<file path="config.mk">
export PLATFORM = sky130hd
export DESIGN_NAME = gcm_aes_decrypt
export DESIGN_NICKNAME = d
export VERILOG_FILES = /design/src/rtl/gcm_aes_decrypt.sv
export SDC_FILE = /design/constraint.sdc
export NUM_CORES = 2
export LEC_CHECK = 0
export CORE_ASPECT_RATIO = 1.5
export CORE_MARGIN = 4
export CORE_UTILIZATION = 45
export CTS_CLUSTER_DIAMETER = 30
export DETAILED_ROUTE_END_ITERATION = 16
export PLACE_DENSITY = 0.67
export SYNTH_ARGS = -nofsm -noshare
export SYNTH_HDL_FRONTEND = slang
export SYNTH_SLANG_ARGS = --single-unit
export TNS_END_PERCENT = 1
</file>
<file path="constraint.sdc">
create_clock -name clk -period 2.7 [get_ports clk]
set_input_delay 0.675 -clock clk [delete_from_list [all_inputs] [get_ports clk]]
set_output_delay 0.675 -clock clk [all_outputs]
set_load 0.05 [all_outputs]
</file>
<file path="src/rtl/gcm_aes_decrypt.sv">
// GCM-AES receive side: CTR decrypt with an external AES keystream port and an internal GHASH tag check.
// Optional GCM_DEC_FAST_GHASH_EN: GHASH multiplier consumes 4 bits of Y per cycle instead of 1.
module gcm_aes_decrypt #(
   parameter int BLK_W   = 8,
   parameter int TAG_LEN = 128
) (
   input  logic             clk,
   input  logic             i_rst,
   input  logic             i_start,
   input  logic [95:0]      i_iv,
   input  logic [BLK_W-1:0] i_aad_blocks,
   input  logic [BLK_W-1:0] i_ct_blocks,
   input  logic [127:0]     i_tag,
   input  logic [127:0]     i_data,
   input  logic             i_data_valid,
   output logic             o_data_ready,
   output logic [127:0]     o_ctr_block,
   output logic             o_ks_req,
   input  logic [127:0]     i_ks,
   input  logic             i_ks_valid,
   output logic [127:0]     o_pt,
   output logic             o_pt_valid,
   output logic             o_busy,
   output logic             o_done,
   output logic             o_tag_ok
);

`ifdef GCM_DEC_FAST_GHASH_EN
   localparam int BPC = 4;
`else
   localparam int BPC = 1;
`endif
   localparam logic [6:0]   MUL_LAST = 7'(128 / BPC - 1);
   localparam logic [127:0] R_POLY   = {8'hE1, 120'h0};

   localparam logic [3:0] S_IDLE    = 4'd0;
   localparam logic [3:0] S_H_REQ   = 4'd1;
   localparam logic [3:0] S_H_WAIT  = 4'd2;
   localparam logic [3:0] S_J0_REQ  = 4'd3;
   localparam logic [3:0] S_J0_WAIT = 4'd4;
   localparam logic [3:0] S_AAD_IN  = 4'd5;
   localparam logic [3:0] S_AAD_MUL = 4'd6;
   localparam logic [3:0] S_KS_REQ  = 4'd7;
   localparam logic [3:0] S_KS_WAIT = 4'd8;
   localparam logic [3:0] S_CT_IN   = 4'd9;
   localparam logic [3:0] S_CT_MUL  = 4'd10;
   localparam logic [3:0] S_LEN_MUL = 4'd11;
   localparam logic [3:0] S_FINAL   = 4'd12;

   logic [3:0]       state;
   logic [95:0]      iv;
   logic [BLK_W-1:0] aad_n, ct_n, blk_cnt;
   logic [127:0]     tag, h, ej0, y, ks;
   logic [127:0]     z, v, x;
   logic [31:0]      ctr;
   logic [6:0]       mcnt;

   logic [127:0] z_nxt, v_nxt, x_nxt, len_blk, t;
   logic         in_mul, mul_done, tag_match;

   // Vector index 127 is GCM bit 0, so "toward higher GCM indices" is a plain >> here.
   always_comb begin
      z_nxt = z;
      v_nxt = v;
      x_nxt = x;
      for (int i = 0; i < BPC; i++) begin
         if (x_nxt[127]) z_nxt = z_nxt ^ v_nxt;
         v_nxt = v_nxt[0] ? ((v_nxt >> 1) ^ R_POLY) : (v_nxt >> 1);
         x_nxt = x_nxt << 1;
      end
   end

   assign len_blk   = {{(57-BLK_W){1'b0}}, aad_n, 7'b0, {(57-BLK_W){1'b0}}, ct_n, 7'b0};
   assign in_mul    = (state == S_AAD_MUL) || (state == S_CT_MUL) || (state == S_LEN_MUL);
   assign mul_done  = (mcnt == MUL_LAST);
   assign t         = y ^ ej0;
   assign tag_match = (t[127 -: TAG_LEN] == tag[127 -: TAG_LEN]);

   assign o_busy       = (state != S_IDLE);
   assign o_data_ready = (state == S_AAD_IN) || (state == S_CT_IN);
   assign o_ks_req     = (state == S_H_REQ) || (state == S_J0_REQ) || (state == S_KS_REQ);

   always_comb begin
      case (state)
         S_J0_REQ, S_J0_WAIT: o_ctr_block = {iv, 32'd1};
         S_KS_REQ, S_KS_WAIT: o_ctr_block = {iv, ctr};
         default:             o_ctr_block = '0;
      endcase
   end

   always_ff @(posedge clk) begin
      if (i_rst) begin
         state      <= S_IDLE;
         iv         <= '0;
         aad_n      <= '0;
         ct_n       <= '0;
         blk_cnt    <= '0;
         tag        <= '0;
         h          <= '0;
         ej0        <= '0;
         y          <= '0;
         ks         <= '0;
         z          <= '0;
         v          <= '0;
         x          <= '0;
         ctr        <= '0;
         mcnt       <= '0;
         o_pt       <= '0;
         o_pt_valid <= 1'b0;
         o_done     <= 1'b0;
         o_tag_ok   <= 1'b0;
      end else begin
         o_pt_valid <= 1'b0;
         o_done     <= 1'b0;
         if (in_mul) begin
            z    <= z_nxt;
            v    <= v_nxt;
            x    <= x_nxt;
            mcnt <= mcnt + 7'd1;
         end
         // Multiply loads below override the step above: z=0, v=H, x=operand.
         case (state)
            S_IDLE: if (i_start) begin
               iv       <= i_iv;
               aad_n    <= i_aad_blocks;
               ct_n     <= i_ct_blocks;
               tag      <= i_tag;
               y        <= '0;
               ctr      <= 32'd2;
               blk_cnt  <= '0;
               o_tag_ok <= 1'b0;
               state    <= S_H_REQ;
            end
            S_H_REQ:  state <= S_H_WAIT;
            S_H_WAIT: if (i_ks_valid) begin
               h     <= i_ks;
               state <= S_J0_REQ;
            end
            S_J0_REQ:  state <= S_J0_WAIT;
            S_J0_WAIT: if (i_ks_valid) begin
               ej0 <= i_ks;
               if (aad_n != '0) state <= S_AAD_IN;
               else if (ct_n != '0) state <= S_KS_REQ;
               else begin
                  z <= '0; v <= h; x <= y ^ len_blk; mcnt <= '0;
                  state <= S_LEN_MUL;
               end
            end
            S_AAD_IN: if (i_data_valid) begin
               z <= '0; v <= h; x <= y ^ i_data; mcnt <= '0;
               blk_cnt <= blk_cnt + BLK_W'(1);
               state   <= S_AAD_MUL;
            end
            S_AAD_MUL: if (mul_done) begin
               y <= z_nxt;
               if (blk_cnt != aad_n) state <= S_AAD_IN;
               else if (ct_n != '0) begin
                  blk_cnt <= '0;
                  state   <= S_KS_REQ;
               end else begin
                  z <= '0; v <= h; x <= z_nxt ^ len_blk; mcnt <= '0;
                  state <= S_LEN_MUL;
               end
            end
            S_KS_REQ:  state <= S_KS_WAIT;
            S_KS_WAIT: if (i_ks_valid) begin
               ks    <= i_ks;
               state <= S_CT_IN;
            end
            S_CT_IN: if (i_data_valid) begin
               o_pt       <= i_data ^ ks;
               o_pt_valid <= 1'b1;
               z <= '0; v <= h; x <= y ^ i_data; mcnt <= '0;
               blk_cnt <= blk_cnt + BLK_W'(1);
               ctr     <= ctr + 32'd1;
               state   <= S_CT_MUL;
            end
            S_CT_MUL: if (mul_done) begin
               y <= z_nxt;
               if (blk_cnt != ct_n) state <= S_KS_REQ;
               else begin
                  z <= '0; v <= h; x <= z_nxt ^ len_blk; mcnt <= '0;
                  state <= S_LEN_MUL;
               end
            end
            S_LEN_MUL: if (mul_done) begin
               y     <= z_nxt;
               state <= S_FINAL;
            end
            S_FINAL: begin
               o_tag_ok <= tag_match;
               o_done   <= 1'b1;
               state    <= S_IDLE;
            end
            default: state <= S_IDLE;
         endcase
      end
   end

endmodule

</file>
==> impl_metrics.tcl <==
set metrics [dict create \
    yosys-top-cells-area "dfxtp_1, nand2_1, a21oi_1" \
    cp_data_arrival_time_ps 2360 \
    cts.clk_slew.worst_paths_ps 50 \
    p_leak_nw 27.89 \
    clk_latency_ps 840 \
    power_frac_seq_pct 35.1 \
    setup.worst_path.end_class "output pin" \
    vias 53543 \
    grt_first_pass_wirelength_um 332400 \
    layout.area.seq_mm2 0.02640 \
    dieArea_mm2 0.1330 \
    grt_pass1_vias 51248 \
    cts_max_path_buffers 3 \
    via_per_inst 5.586 \
    fmax_ghz 0.3290 \
    swShare_pct 30.51 \
    multi_input_area_mm2 0.02937 \
    crit_path_max_fanout 4 \
    clock_sinks 1318 \
    io_pins 763 \
    syn_nets 7442 \
    p_per_area_mw_per_mm2 784.0 \
    die_h_um 444.7 \
    yosysWarningCount 0 \
    grt_usage_pct 32.93 \
    overflow 0 \
    worst_slack_ps -339.3 \
    final.period_utilization_pct 112.6 \
    finalHoldViolations 0 \
    final_cells 9585 \
    start_util_pct 45.23 \
    power_switching_w 0.01864 \
    grt_antenna_before_repair 35 \
    synth_flop_cell "dfxtp_1" \
    rows 160 \
    p_int_w 0.04246 \
    wl_um 227200 \
    status "complete, but fails checks" \
    comb_power_share_pct 19.2 \
    postRouteAntennaNets 0 \
    synth_top_cell_by_area "dfxtp_1" \
    finalMaxSlewViolations 0 \
    hpwl_um 165400 \
    maxCapViolCount 0 \
    die_w_um 299.2 \
    syn_to_final_growth_pct 36.19 \
    coreArea_mm2 0.1265 \
    slew-limit-headroom_pct 26.45 \
    numCtsBuffers 207 \
    synthArstFlopShare_pct 0 \
    synth_common_cells "nand2_1, dfxtp_1, a21oi_1" \
    pwr-share-clk_pct 45.7 \
    wire_per_inst_um 23.71 \
    synth_edf_count 0 \
    post-route-min-period_ps 3039 \
    nFillCells 10858 \
    grt_max_degree 134 \
    rsz0062_at_grt "yes" \
    worst_slew_pin_slew_ps 1095 \
    io_buffers 762 \
    ir_drop_uv 675.5 \
    violations "setup timing" \
    cts_hold_buffers 0 \
    synth_top_area_share_pct 46.11 \
    start_kind "flop" \
    crit_type "reg -> out" \
    root_buffer "clkbuf_16" \
    utilization_pct 61.59 \
    skew_ps 44.57 \
    syn_inst 6938 \
    firstDrtPassIters 8 \
    layout.nets 8196 \
    syn_area_mm2 0.05722 \
    cp.required_ps 2030 \
    ys_ff_latch 1318 \
    drc_errors 0 \
    cts_htree_levels 4 \
    post_synth.cell_area_avg_um2 8.247 \
    drt_iter0_markers 4617 \
    drive_gt1_share_pct 12.90 \
    routabilityCongestion 0.9748 \
    yosysSeqAreaShare_pct 46.11 \
    setup_viol 130 \
    synth_most_common_cell "nand2_1" \
    cts_tree "done" \
    hold_class "in -> reg" \
    placedCellCount 9167 \
    synth.distinct_cells 64 \
]
==> area by class of cell <==
type	instances	share of cell area [%]
inverters	5	0.02408
well taps	1701	2.731
repair buffers	1067	16.18
multi-input cells	5093	37.68
clock buffers	240	7.135
flip-flops and latches	1318	33.88
diodes	13	0.04174
clock inverters	148	2.323
==> cell usage in the layout (no fill, tap or decap), types with 8 or more instances in the layout <==
master,instances
xnor2_1,304
clkdlybuf4s50_1,545
nand2_1,1813
and2_4,126
nand3_1,19
clkinvlp_4,29
nor2_1,465
clkbuf_8,15
buf_4,190
a21oi_1,783
diode_2,13
o221ai_1,127
o2111ai_1,9
dlygate4sd2_1,66
or3_1,9
dfxtp_1,1312
nor3_1,134
mux2i_1,253
nand4_1,25
clkinv_4,25
o22ai_1,19
buf_6,11
dlymetal6s2s_1,11
clkbuf_1,13
o21ai_0,139
buf_12,238
clkbuf_16,213
inv_8,8
inv_6,27
o21ai_1,12
o2bb2ai_1,257
a221oi_1,10
nor4_1,12
xor2_1,328
clkinv_2,25
bufinv_16,26
a211oi_1,133
==> timing repair <==
action / in CTS / in global routing
cloned: 4 / 2
resized for setup: 228 / 56
setup buffers: 6 / 9
setup endpoints to repair: 554 / 525
pin swaps: 55 / 8
==> metrics by stage <==
stage / power [W] / hold WS [ps] / setup TNS (ps) / worst slack (ps) / area, um^2
after floorplan: 0.02696 / 431.7 / -1310 / -33.41 / 57220
after global placement: 0.03274 / 436.3 / -70430 / -414.4 / 69740
after detailed placement: 0.03282 / 442.1 / -68500 / -395.2 / 69740
after CTS: 0.06114 / 184.7 / -44780 / -398.5 / 77630
after global routing: 0.06295 / 220.9 / -48580 / -434.1 / 77920
final: 0.06109 / 231.7 / -35560 / -339.3 / 77930
==> kinds of logic after synthesis <==
family                   Yosys count  share of synthesized area (%)
buffers and inverters            527                          3.842
AO/OA/AOI/OAI                   1530                          16.88
AND/OR/NAND/NOR                 2667                          18.88
XOR/XNOR                         639                          9.781
multiplexers                     254                          4.445
flip-flops                      1318                          46.11
adder cells (fa/ha/maj)            3                        0.06561
==> sequential cells by signal (all words and copies together) (netlist names), 4 cells and up <==
register,flops
y,128
z,128
aad_n,8
ej0,128
state,4
ct_n,8
mcnt,7
h,128
o_pt,128
iv,96
ks,128
x,128
tag,128
v,128
blk_cnt,8
ctr,32
==> final timing paths <==
path / depth (start not counted) / startpoint / to / slack [ps]
setup / recovery: 8 / state[1] / o_ctr_block[94] / -340
hold / removal: 2 / i_rst / ks[0] / 230
setup reg to reg: 7 / y[103] / o_tag_ok / 30
hold reg to reg: 1 / h[41] / v[41] / 450
==> worst max-delay path, stage by stage, from the launching register on <==
cell and delay [ps]:
dfxtp_4 360, or2_4 270, o22ai_4 180, buf_8 170
buf_12 110, buf_16 100, and2_4 140, buf_12 110
buf_12 130
==> layer usage <==
metal  part of all wire [%]  track usage (%)
met1                     37            37.99
met2                     48            55.93
met3                    7.8            7.205
met4                    6.8            19.68
met5                  0.061                0
==> power groups by stage <==
stage                     clock network (W)  logic, W  registers (W)
final                                0.0279    0.0117         0.0214
after global routing                 0.0291    0.0124         0.0215
after CTS                            0.0282    0.0115         0.0214
after detailed placement                  0    0.0110         0.0218
after global placement                    0    0.0110         0.0218
after floorplan                           0   0.00547         0.0215
Power figures use the tool's default switching activity.
